File: src/rtl/pc_sequencer.sv
// Program-counter stage with run/halt/single-step control and a retired-instruction counter.
// Optional PC_HISTORY_EN adds a 4-deep history of outgoing PCs readable through HIST_SEL/HIST_PC.
module pc_sequencer #(
  parameter int                  PC_WIDTH  = 32,
  parameter logic [PC_WIDTH-1:0] RESET_PC  = '0,
  parameter int                  CNT_WIDTH = 32
) (
  input  logic                 CLK,
  input  logic                 RST_N,
  input  logic [PC_WIDTH-1:0]  PC_PLUS4_IN,
  input  logic [PC_WIDTH-1:0]  BRANCH_TGT,
  input  logic [25:0]          INSTR_IDX,
  input  logic [PC_WIDTH-1:0]  JR_ADDR,
  input  logic [1:0]           PC_SRC,
  input  logic                 STALL,
  input  logic                 STEP_MODE,
  input  logic                 STEP_BTN,
`ifdef PC_HISTORY_EN
  input  logic [1:0]           HIST_SEL,
  output logic [PC_WIDTH-1:0]  HIST_PC,
`endif
  output logic [PC_WIDTH-1:0]  PC_OUT,
  output logic                 PC_EN,
  output logic [1:0]           STATE,
  output logic [CNT_WIDTH-1:0] RETIRED
);

  typedef enum logic [1:0] {
    HALT = 2'b00,
    RUN  = 2'b01,
    STEP = 2'b10
  } state_t;

  state_t               r_state;
  logic [PC_WIDTH-1:0]  r_pc;
  logic [CNT_WIDTH-1:0] r_retired;
  logic                 r_btn_q;

  logic [PC_WIDTH-1:0]  w_sel_pc;
  logic [PC_WIDTH-1:0]  w_next_pc;
  logic                 w_step_rise;

  always_comb begin
    w_sel_pc = PC_PLUS4_IN;
    case (PC_SRC)
      2'b00:   w_sel_pc = PC_PLUS4_IN;
      2'b01:   w_sel_pc = BRANCH_TGT;
      2'b10:   w_sel_pc = {PC_PLUS4_IN[PC_WIDTH-1:28], INSTR_IDX, 2'b00};
      default: w_sel_pc = JR_ADDR;
    endcase
  end

  // Instructions are word aligned, so a misaligned JR target is silently truncated.
  assign w_next_pc   = w_sel_pc & ~PC_WIDTH'(3);
  assign w_step_rise = STEP_BTN && !r_btn_q;
  assign PC_EN       = ((r_state == RUN) || (r_state == STEP)) && !STALL;

  always_ff @(posedge CLK) begin
    if (!RST_N) begin
      r_state   <= HALT;
      r_pc      <= RESET_PC;
      r_retired <= '0;
      r_btn_q   <= 1'b0;
    end else begin
      r_btn_q <= STEP_BTN;
      if (PC_EN) begin
        r_pc      <= w_next_pc;
        r_retired <= r_retired + 1'b1;
      end
      case (r_state)
        HALT: begin
          if (!STEP_MODE)
            r_state <= RUN;
          else if (w_step_rise)
            r_state <= STEP;
        end
        RUN: begin
          if (STEP_MODE)
            r_state <= HALT;
        end
        STEP: begin
          // A stalled step stays pending until its single advance happens.
          if (!STALL)
            r_state <= STEP_MODE ? HALT : RUN;
        end
        default: r_state <= HALT;
      endcase
    end
  end

  assign PC_OUT  = r_pc;
  assign STATE   = r_state;
  assign RETIRED = r_retired;

`ifdef PC_HISTORY_EN
  logic [PC_WIDTH-1:0] r_hist [4];

  always_ff @(posedge CLK) begin
    if (!RST_N) begin
      for (int i = 0; i < 4; i++)
        r_hist[i] <= RESET_PC;
    end else if (PC_EN) begin
      r_hist[0] <= r_pc;
      for (int i = 1; i < 4; i++)
        r_hist[i] <= r_hist[i-1];
    end
  end

  assign HIST_PC = r_hist[HIST_SEL];
`endif

endmodule

File: config.mk
export PLATFORM = sky130hd
export DESIGN_NAME = pc_sequencer
export DESIGN_NICKNAME = d
export VERILOG_FILES = /design/src/rtl/pc_sequencer.sv
export SDC_FILE = /design/constraint.sdc
export NUM_CORES = 1
export LEC_CHECK = 0
export CAP_MARGIN = 10
export CORE_UTILIZATION = 39
export DETAILED_ROUTE_END_ITERATION = 10
export MAX_ROUTING_LAYER = met4
export PLACE_DENSITY = 0.82
export RECOVER_POWER = 100
export SYNTH_ARGS = -nofsm -noshare
export SYNTH_HDL_FRONTEND = slang
export SYNTH_SLANG_ARGS = --single-unit
File: constraint.sdc
create_clock -name CLK -period 2.5 [get_ports CLK]
set_clock_uncertainty 0.1 [all_clocks]
set_input_delay 0.5 -clock CLK [delete_from_list [all_inputs] [get_ports CLK]]
set_output_delay 0.5 -clock CLK [all_outputs]
set_load 0.03 [all_outputs]
==> results_dict.tcl <==
set metrics [dict create \
    status "completed" \
    max-cap-violations 0 \
    htreeDepth 3 \
    via_count 3561 \
    grt_pass1_wl_microns 16200 \
    synth_commonest_cells "65 x dfxtp_1, 64 x nand2_1, 50 x a21oi_1" \
    p_leak_nw 2.15 \
    place_congestion 0.894 \
    nets 681 \
    worstSetupPathType "reg2reg" \
    period_needed_ns 2.25 \
    post_cts_buffers 0 \
    ir_worst_vdd_mv 0.399 \
    die_h_microns 96.0 \
    die_area_sq_um 9220 \
    drv_slew 0 \
    grt_use_total_pct 24.6 \
    worstMarginPinSlew_ns 0.720 \
    cts_sinks 65 \
    dr.first_iter.drc_count 110 \
    die_w_microns 96.0 \
    synth_warnings 0 \
    ys.flop_type "dfxtp_1" \
    port-buffer-count 187 \
    dr.pass1.iters 5 \
    clk_pin_slew_ns 0.07 \
    placed_cells 642 \
    area_growth_pct 61.9 \
    busiest_layer "met2" \
    met3_usage_pct 5.85 \
    layout-drive-gt1-share_pct 10.1 \
    dp_hpwl_microns 8470 \
    worstPathMaxFanout 8 \
    cts-buffers-inserted 9 \
    yosys_register_bits 65 \
    worstPathArrival_ns 2.42 \
    ant_nets 0 \
    p_per_area_nw_per_um2 481 \
    wl_per_cell_microns 16.5 \
    yosys-top-cells-area "dfxtp_1 38%, mux4_2 17%, a21oi_1 7.3%" \
    seq_area_frac_synth_pct 37.7 \
    core-area_sq_um 8380 \
    cts_resized 0 \
    hold_class "reg2reg" \
    totalWireLength_microns 10800 \
    synth_area_leader_cell "dfxtp_1" \
    antenna_cells 0 \
    fill_cells 631 \
    tritoncts "yes" \
    postSynthAreaPerCell_sq_um 9.40 \
    grt_pass1_vias 3368 \
    synth_most_common_cell "dfxtp_1" \
    num_io_pins 196 \
    synth.distinct_cells 35 \
    syn_inst 367 \
    fp-row-count 33 \
    endpoint_kind "flip-flop" \
    grt_util_met2_pct 44.7 \
    worstPathRequired_ns 2.67 \
    finalHoldViolCount 0 \
    grt_antenna_before_repair 0 \
    ctsHoldBuffers 0 \
    synth_area_sq_um 3450 \
    overflow 0 \
    synth_top_area_share_pct 37.7 \
    setup_slack_ns 0.249 \
    clockBufferDepth 2 \
    final_cells 657 \
    cts_root_buf "clkbuf_8" \
    fin_crit_sh_pct 90.0 \
    finalSetupViolCount 0 \
    grt_start_max_net_pins 65 \
    insertion_delay_ns 0.33 \
    fmax_mhz 444 \
    ys_async_sr_fraction_pct 0 \
    avgViaCountPerCell 5.42 \
    slew_headroom_pct 52.0 \
    synth_edf_count 0 \
    start_util_pct 41.1 \
    drc 0 \
    rsz0062_at_grt "no" \
    pre_cts_ws_ns 0.0674 \
    cp-start-kind "flip-flop" \
    fin_setup_tns_ns 0 \
    met1_usage_pct 25.6 \
]
==> power breakdown <==
part           internal (mW)  leakage, nW  total [mW]  switching [mW]
clock                  0.507        0.102       0.902           0.395
sequential              1.08        0.526        1.11          0.0268
combinational          0.359         1.52       0.675           0.315
total                   1.95         2.15        2.69           0.737
==> placed cells by master, fill, tap and decap left out, types with 7 or more instances in the layout <==
| cell type | instances |
|---|---|
| clkdlybuf4s50_1 | 120 |
| dfxtp_1 | 65 |
| nand2_1 | 65 |
| dlygate4sd3_1 | 65 |
| a21oi_1 | 50 |
| mux4_2 | 26 |
| nor2_1 | 24 |
| o31ai_1 | 16 |
| or4_1 | 16 |
| xor2_1 | 11 |
| clkbuf_8 | 11 |
| nand4_1 | 10 |
| nand3_1 | 7 |
==> final timing paths <==
check / slack (ns) / start / depth (start not counted) / endpoint
max: 0.25 / STATE[0]$_SDFFE_PN0P_ / 6 / RETIRED[31]$_SDFFE_PN0P_
min: 0.35 / PC_OUT[13]$_SDFFE_PN0P_ / 2 / PC_OUT[13]$_SDFFE_PN0P_
min reg2reg: 0.35 / PC_OUT[13]$_SDFFE_PN0P_ / 2 / PC_OUT[13]$_SDFFE_PN0P_
max reg2reg: 0.25 / STATE[0]$_SDFFE_PN0P_ / 6 / RETIRED[31]$_SDFFE_PN0P_
==> flip-flops by register name (all words and copies together), names as in the netlist <==
name     flops
RETIRED     32
PC_OUT      30
STATE        2
r_btn_q      1
==> cell type report <==
class	count	area (sq um)	area share, %
repair buffers	199	1970	35.4
well taps	105	131	2.35
flip-flops and latches	65	1300	23.3
inverters	7	26.3	0.471
clock buffers	12	155	2.78
clock inverters	3	40.0	0.717
multi-input cells	266	1950	35.0
==> stage by stage <==
stage / total power [mW] / hold slack [ns] / cell area, sq um / util (%)
2_1_floorplan: 1.48 / 0.483 / 3450 / -
3_3_place_gp: 1.82 / 0.342 / 5440 / 64.8
3_5_place_dp: 1.84 / 0.346 / 5440 / 64.8
4_1_cts: 2.73 / 0.355 / 5630 / 67.2
5_1_grt: 2.78 / 0.372 / 5580 / 66.6
6_report: 2.69 / 0.349 / 5580 / 66.6
==> metal layers <==
| metal | part of all wire, % | vias up |
|---|---|---|
| li1 | - | 1702 |
| met2 | 55 | 170 |
| met1 | 36 | 1668 |
| met3 | 6.6 | 21 |
| met4 | 2.5 | 0 |
| met5 | 0 | - |
==> worst max-delay path, cell delays in order (launching register included) <==
cell and delay, ns:
dfxtp_1 0.40, inv_1 0.09, ha_1 0.31, and4b_1 0.32, nand4_1 0.29, or4_1 0.54
a21oi_1 0.14
==> kinds of logic (layout without fill, tap and decap cells) <==
kind of cell             Yosys count  in the layout  synth area share [%]
adder cells (fa/ha/maj)            4              4                  1.45
multiplexers                      32             32                  18.8
AND/OR/NAND/NOR                  142            142                  21.4
AO/OA/AOI/OAI                     74             74                  12.3
other                              1              2                 0.109
flip-flops                        65             65                  37.7
buffers and inverters             37            221                  5.19
XOR/XNOR                          12             12                  3.05
Note: power is estimated with default switching activity, not from simulation.
==> RTL edit 1, RTL diff (config.mk and constraints unchanged) <==
The option `PC_HISTORY_EN` is turned on by a define.
--- a/src/rtl/pc_sequencer.sv
+++ b/src/rtl/pc_sequencer.sv
@@ -2,2 +2,4 @@
 // Optional PC_HISTORY_EN adds a 4-deep history of outgoing PCs readable through HIST_SEL/HIST_PC.
+`define PC_HISTORY_EN
+
 module pc_sequencer #(
Interface: changed (added HIST_PC and HIST_SEL); port bits go from 196 to 230. No check against the original RTL was run, so the function may have changed too.
==> RTL edit 1 against the unedited design <==
Setup slack lost 0.15 ns. Routed wire length grew 100%. Sequential share of layout area grew 19 points. Global-route usage shrank 4.4 points. Synthesized cell count grew 86%. First-iteration DRC count grew to 4.1 times the old value. Largest power group unchanged. Total power grew to 2.9 times the old value. Sequential cell count grew 120. Maximum frequency shrank 6.2%. Final area grew 110%. Sequential power grew to 3.3 times the old value. Area after synthesis grew to 2.5 times the old value. Critical path depth shrank 2.
==> RTL edit 1: results (changes against the unedited design) <==
| Metric | Value |
|---|---|
| Fillcell total | 1811 (was 631) |
| Worst VDD drop | 0.476 mV (was 0.399 mV) |
| CP Data Arrival Time | 1.80 ns (was 2.42 ns) |
| Synth top cells by count | and3_1, edfxtp_1, dfxtp_1 (was dfxtp_1, nand2_1, a21oi_1) |
| CTS Buf Count | 17 (was 9) |
| First-pass GRT wire length | 33800 µm (was 16200 µm) |
| Leakage | 4.74 nW (was 2.15 nW) |
| Htree depth | 4 (was 3) |
| DRT iter0 DRCs | 448 (was 110) |
| Netlist cell types | 43 (was 35) |
| GP Congestion | 0.852 (was 0.894) |
| Initial antenna violation count | 2 (was 0) |
| Setup Buffers After CTS | 0 (unchanged) |
| GR Util All Layers | 20.1% (was 24.6%) |
| Vias in the first global route | 6113 (was 3368) |
| Hold Crit Endpoint | PC_OUT[12] (was PC_OUT[13]) |
| Crit-path max FO | 30 (was 8) |
| Worst R2R Start | RETIRED[16] (was STATE[0]) |
| Post-Route WL | 21900 µm (was 10800 µm) |
| Clk slew on worst S/H paths | 0.07 ns (about the same) |
| Synth Flop Type | edfxtp_1 (was dfxtp_1) |
| Max reg flops | 120 (was 32) |
| Status | finished, final reports clean (unchanged) |
| Clk_lat worst skew | 0.44 ns (was 0.33 ns) |
| HP Start | PC_OUT[12] (was PC_OUT[13]) |
| Reg-to-reg slack, setup | 0.14 ns (was 0.25 ns) |
| IO Port Bufs | 219 (was 187) |
| Cell count of the worst reg-to-reg path | 4 (was 6) |
| CTS resizes | 0 (unchanged) |
| Crit path from | HIST_SEL[1] (was STATE[0]) |
| Max clock buf depth | 2 (unchanged) |
| Top reg by flops | r_hist |
| Worst Tran Pin Value | 0.778 ns (was 0.720 ns) |
| Synth top area cells | edfxtp_1, dfxtp_1, mux4_2, and3_1, a21oi_1 (was dfxtp_1, mux4_2, a21oi_1, nand2_1, o31ai_1) |
| Post-synth EDFFs | 120 (was 0) |
| WHS | 0.365 ns (was 0.349 ns) |
| Share of layout cells above drive strength 1 | 18.0% (was 10.1%) |
| Largest net degree at the start of global routing | 140 (was 65) |
| Vias/cell | 5.44 (was 5.42) |
| Min-Delay Path Depth | 2 (unchanged) |
| Pre-Repair DR Iteration Count | 4 (was 5) |
| Post-synthesis sequential area ratio | 56.9% (was 37.7%) |
| Detail Placement HPWL | 15300 µm (was 8470 µm) |
| Net count, final | 1024 (was 681) |
| Root Driver | clkbuf_16 (was clkbuf_8) |
[RTL edit 1: changes by cell type after synthesis, moves of 4 or more]
| cell | unedited run | this run |
|---|---|---|
| buf_2 | 8 | 4 |
| nor3_1 | 0 | 4 |
| mux4_2 | 26 | 56 |
| clkbuf_1 | 16 | 48 |
| xnor2_1 | 1 | 7 |
| and3_1 | 1 | 120 |
| xor2_1 | 11 | 3 |
| edfxtp_1 | 0 | 120 |
| buf_1 | 0 | 5 |
[RTL edit 1: layout make-up]
type,count,area (µm²),share of cell area (%)
Tap cell,280,350,3.00
Sequential cell,185,4910,42.0
Clock buffer,17,425,3.64
Timing Repair Buffer,250,2330,19.9
Clock inverter,15,218,1.86
Multi-Input combinational cell,426,3420,29.2
Inverter,9,35.0,0.300
Antenna cell,2,5.00,0.0428
[RTL edit 1: routing by layer]
metal | wire [µm] | part of all wire (%) | global-route usage, %
met5 | 0 | 0 | -
met3 | 1160 | 5.3 | 3.91
met4 | 444 | 2.0 | 7.00
met2 | 10500 | 48 | 30.0
met1 | 9860 | 45 | 27.5
[RTL edit 1: worst max-delay path by stage]
| stage | cells after the start | slack, ns | to |
|---|---|---|---|
| 6_report | 4 | 0.10 | HIST_PC[3] |
| 3_3_place_gp | 5 | -0.07 | RETIRED[26] |
| 2_1_floorplan | 7 | 0.02 | PC_EN |
| 4_1_cts | 4 | 0.10 | HIST_PC[12] |
| 5_1_grt | 5 | 0.05 | PC_EN |
| 3_5_place_dp | 5 | -0.10 | RETIRED[30] |
[RTL edit 1: kinds of logic (layout without fill, tap and decap cells)]
group | Yosys count | after routing | share of synthesized area [%]
fa+ha+maj | 4 | 4 | 0.580
simple gates | 268 | 268 | 17.5
other cells | 1 | 6 | 0.0435
flops | 185 | 185 | 56.9
mux | 62 | 62 | 15.3
buf+inv | 73 | 291 | 3.60
compound gates | 78 | 78 | 5.12
xor+xnor | 10 | 10 | 1.02
[RTL edit 1: report_power, final]
group | internal, mW | total (mW) | leakage, nW | switching (mW)
Combinational | 0.563 | 1.28 | 2.64 | 0.721
Clock | 1.47 | 2.82 | 0.309 | 1.35
Sequential | 3.52 | 3.65 | 1.79 | 0.127
Total | 5.56 | 7.75 | 4.74 | 2.20
[RTL edit 1: metrics by stage]
stage                     worst slack, ns  cells  setup TNS [ns]  power, mW  area, µm²
after global placement            -0.0749   1150          -0.220       5.14      11300
after detailed placement           -0.101   1150          -0.441       5.17      11300
after floorplan                    0.0247    684               0       4.45       8660
after global routing               0.0483   1184               0       8.05      11700
final                               0.100   1184               0       7.75      11700
after CTS                           0.104   1182               0       7.99      12000
[RTL edit 1: critical path, cell delays in order]
cell and delay [ns]:
clkdlybuf4s50_1 0.52, buf_12 0.22, mux4_2 0.34, clkbuf_2 0.20
==> RTL edit 2, RTL diff (same settings) <==
Made on the original files. Add an input register stage for `STEP_MODE` and `STEP_BTN`, cleared by the reset; this delays them by one clock. The other inputs are not delayed to match.
--- a/src/rtl/pc_sequencer.sv
+++ b/src/rtl/pc_sequencer.sv
@@ -33,2 +33,15 @@
 
+  logic STEP_MODE_q;
+  logic STEP_BTN_q;
+
+  always_ff @(posedge CLK) begin
+    if (!RST_N) begin
+      STEP_MODE_q <= '0;
+      STEP_BTN_q  <= '0;
+    end else begin
+      STEP_MODE_q <= STEP_MODE;
+      STEP_BTN_q  <= STEP_BTN;
+    end
+  end
+
   state_t               r_state;
@@ -54,3 +67,3 @@
   assign w_next_pc   = w_sel_pc & ~PC_WIDTH'(3);
-  assign w_step_rise = STEP_BTN && !r_btn_q;
+  assign w_step_rise = STEP_BTN_q && !r_btn_q;
   assign PC_EN       = ((r_state == RUN) || (r_state == STEP)) && !STALL;
@@ -64,3 +77,3 @@
     end else begin
-      r_btn_q <= STEP_BTN;
+      r_btn_q <= STEP_BTN_q;
       if (PC_EN) begin
@@ -71,3 +84,3 @@
         HALT: begin
-          if (!STEP_MODE)
+          if (!STEP_MODE_q)
             r_state <= RUN;
@@ -77,3 +90,3 @@
         RUN: begin
-          if (STEP_MODE)
+          if (STEP_MODE_q)
             r_state <= HALT;
@@ -83,3 +96,3 @@
           if (!STALL)
-            r_state <= STEP_MODE ? HALT : RUN;
+            r_state <= STEP_MODE_q ? HALT : RUN;
         end
Function: changed (a bounded check fails within 4 cycles, from zero or initial values and one cycle with RST_N low).
==> RTL edit 2 against the unedited design <==
Total power is 6.0% higher. Area after synthesis is 1.7% higher. Combinational power increased by 2%. Critical path depth down 1. Sequential cell count is 2 higher. Largest cell class is now multi-input gates. Final area up 1.6%. Routed wire length up 1.2%. Setup slack worse by 0.0081 ns. Maximum frequency is 0.36% lower. Global-route usage is 0.43 points lower. Count of clock-buffer cells in the layout is 3 lower. Largest power group unchanged.
==> RTL edit 2: results (changes against the unedited design) <==
| Metric | Value |
|---|---|
| CP max-delay cell | dfxtp_1 (was or4_1) |
| Clk slew on worst S/H paths | 0.08 ns |
| Netlist cell types | 38 (was 35) |
| Fillcell total | 686 (was 631) |
| Net count, final | 686 (was 681) |
| XOR/XNOR Fraction of Synth Area | 3.00% (was 3.05%) |
| Post-synthesis sequential area ratio | 38.3% (was 37.7%) |
| Initial antenna violation count | 0 (unchanged) |
| Worst Tran Pin Value | 0.696 ns (was 0.720 ns) |
| R2r endpoint | RETIRED[21] (was RETIRED[31]) |
| ANT cells | 0 (unchanged) |
| Pre-Repair DR Iteration Count | 4 (was 5) |
| Adder-cell share of the synthesized area | 1.43% (was 1.45%) |
| Reg-to-reg slack, setup | 0.30 ns (was 0.25 ns) |
| Hold Crit Endpoint | PC_OUT[21] (was PC_OUT[13]) |
| Leakage | 2.18 nW (was 2.15 nW) |
| DRT iter0 DRCs | 79 (was 110) |
| Cell count of the worst reg-to-reg path | 6 (unchanged) |
| Share of layout cells above drive strength 1 | 10.2% (was 10.1%) |
| Detail Placement HPWL | 8630 µm (was 8470 µm) |
| CP max stage delay | 0.39 ns (was 0.54 ns) |
| Htree depth | 3 (unchanged) |
| Post-Route WL | 11000 µm (was 10800 µm) |
| Compound-Gate Fraction of Synth Area | 12.2% (was 12.3%) |
| Status | finished, final reports clean (unchanged) |
| Async S/R FF share, synth | 0% (unchanged) |
| Post-Route Setup TNS | 0 ns (unchanged) |
| GP Congestion | 0.932 (was 0.894) |
| CP Data Arrival Time | 1.66 ns (was 2.42 ns) |
| CTS Buf Count | 9 (unchanged) |
| CTS resizes | 0 (unchanged) |
| Yosys Warn Count | 0 (unchanged) |
| Via Count | 3566 (was 3561) |
| Dpl ws | 0.159 ns (was 0.0674 ns) |
| Worst VDD drop | 0.224 mV (was 0.399 mV) |
| HP Start | PC_OUT[21] (was PC_OUT[13]) |
| Synth top area cells | dfxtp_1, mux4_2, a21oi_1, nand2_1, o31ai_1 (unchanged) |
| Clk_lat worst skew | approximately 0.34 ns |
| Crit-path max FO | 5 (was 8) |
| First-pass GRT wire length | 17200 µm (was 16200 µm) |
| P_sw | 795 µW (was 737 µW) |
| GR Util All Layers | 24.1% (was 24.6%) |
| Largest net degree at the start of global routing | 36 (was 65) |
| Mux share of post-synthesis cell area | 18.5% (was 18.8%) |
| Post-synth EDFFs | 0 (unchanged) |
| Min-Delay Path Depth | 2 (unchanged) |
| Synth top cells by count | dfxtp_1, nand2_1, a21oi_1 (unchanged) |
[RTL edit 2: stage by stage]
step / power, mW / util [%] / instance area [µm²] / instances / hold slack [ns]
2_1_floorplan: 1.52 / - / 3510 / 373 / 0.331
3_3_place_gp: 1.87 / 62.9 / 5480 / 650 / 0.339
6_report: 2.85 / 65.0 / 5670 / 666 / 0.356
3_5_place_dp: 1.89 / 62.9 / 5480 / 650 / 0.350
5_1_grt: 2.98 / 65.0 / 5670 / 666 / 0.368
4_1_cts: 2.90 / 65.5 / 5710 / 666 / 0.357
[RTL edit 2: area by class of cell]
type	count	share of cell area [%]
Timing Repair Buffer	199	34.8
Tap cell	108	2.38
Clock buffer	9	2.18
Inverter	7	0.463
Clock inverter	7	1.79
Multi-Input combinational cell	269	34.8
Sequential cell	67	23.6
[RTL edit 2: cell families after synthesis]
| logic type | count (synthesis) |
|---|---|
| mux | 32 |
| compound gates | 74 |
| flops | 67 |
| simple gates | 145 |
| buf+inv | 37 |
| fa+ha+maj | 4 |
| other cells | 1 |
| xor+xnor | 12 |
[RTL edit 2: critical path, delay by kind of cell, from the launching register on]
family                   cells  cell delay [ns]
adder cells (fa/ha/maj)      1             0.32
buffers and inverters        3             0.53
flip-flops                   1             0.39
AND/OR/NAND/NOR              1             0.08
[RTL edit 2: worst max-delay path by stage]
stage,startpoint,end,slack (ns),depth (start not counted)
2_1_floorplan,STATE[0],PC_EN,0.20,6
3_3_place_gp,STALL,RETIRED[15],0.20,5
3_5_place_dp,STALL,RETIRED[21],0.16,5
4_1_cts,RETIRED[2],RETIRED[2],0.24,1
5_1_grt,STATE[1],PC_EN,0.13,5
6_report,STATE[0],PC_EN,0.24,5
[RTL edit 2: power groups by stage]
stage / Combinational (mW) / Clock, mW / Sequential, mW
detailed placement: 0.711 / 0 / 1.18
floorplan: 0.254 / 0 / 1.27
global placement: 0.696 / 0 / 1.17
finish: 0.689 / 1.01 / 1.15
global route: 0.736 / 1.08 / 1.16
CTS: 0.714 / 1.03 / 1.15
[RTL edit 2: metal layers]
layer / vias to the layer above / track usage, % / routed length [µm]
li1: 1714 / - / -
met3: 10 / 6.00 / 670
met1: 1700 / 24.9 / 4020
met4: 0 / 8.38 / 182
met5: - / - / 0
met2: 142 / 44.2 / 6110
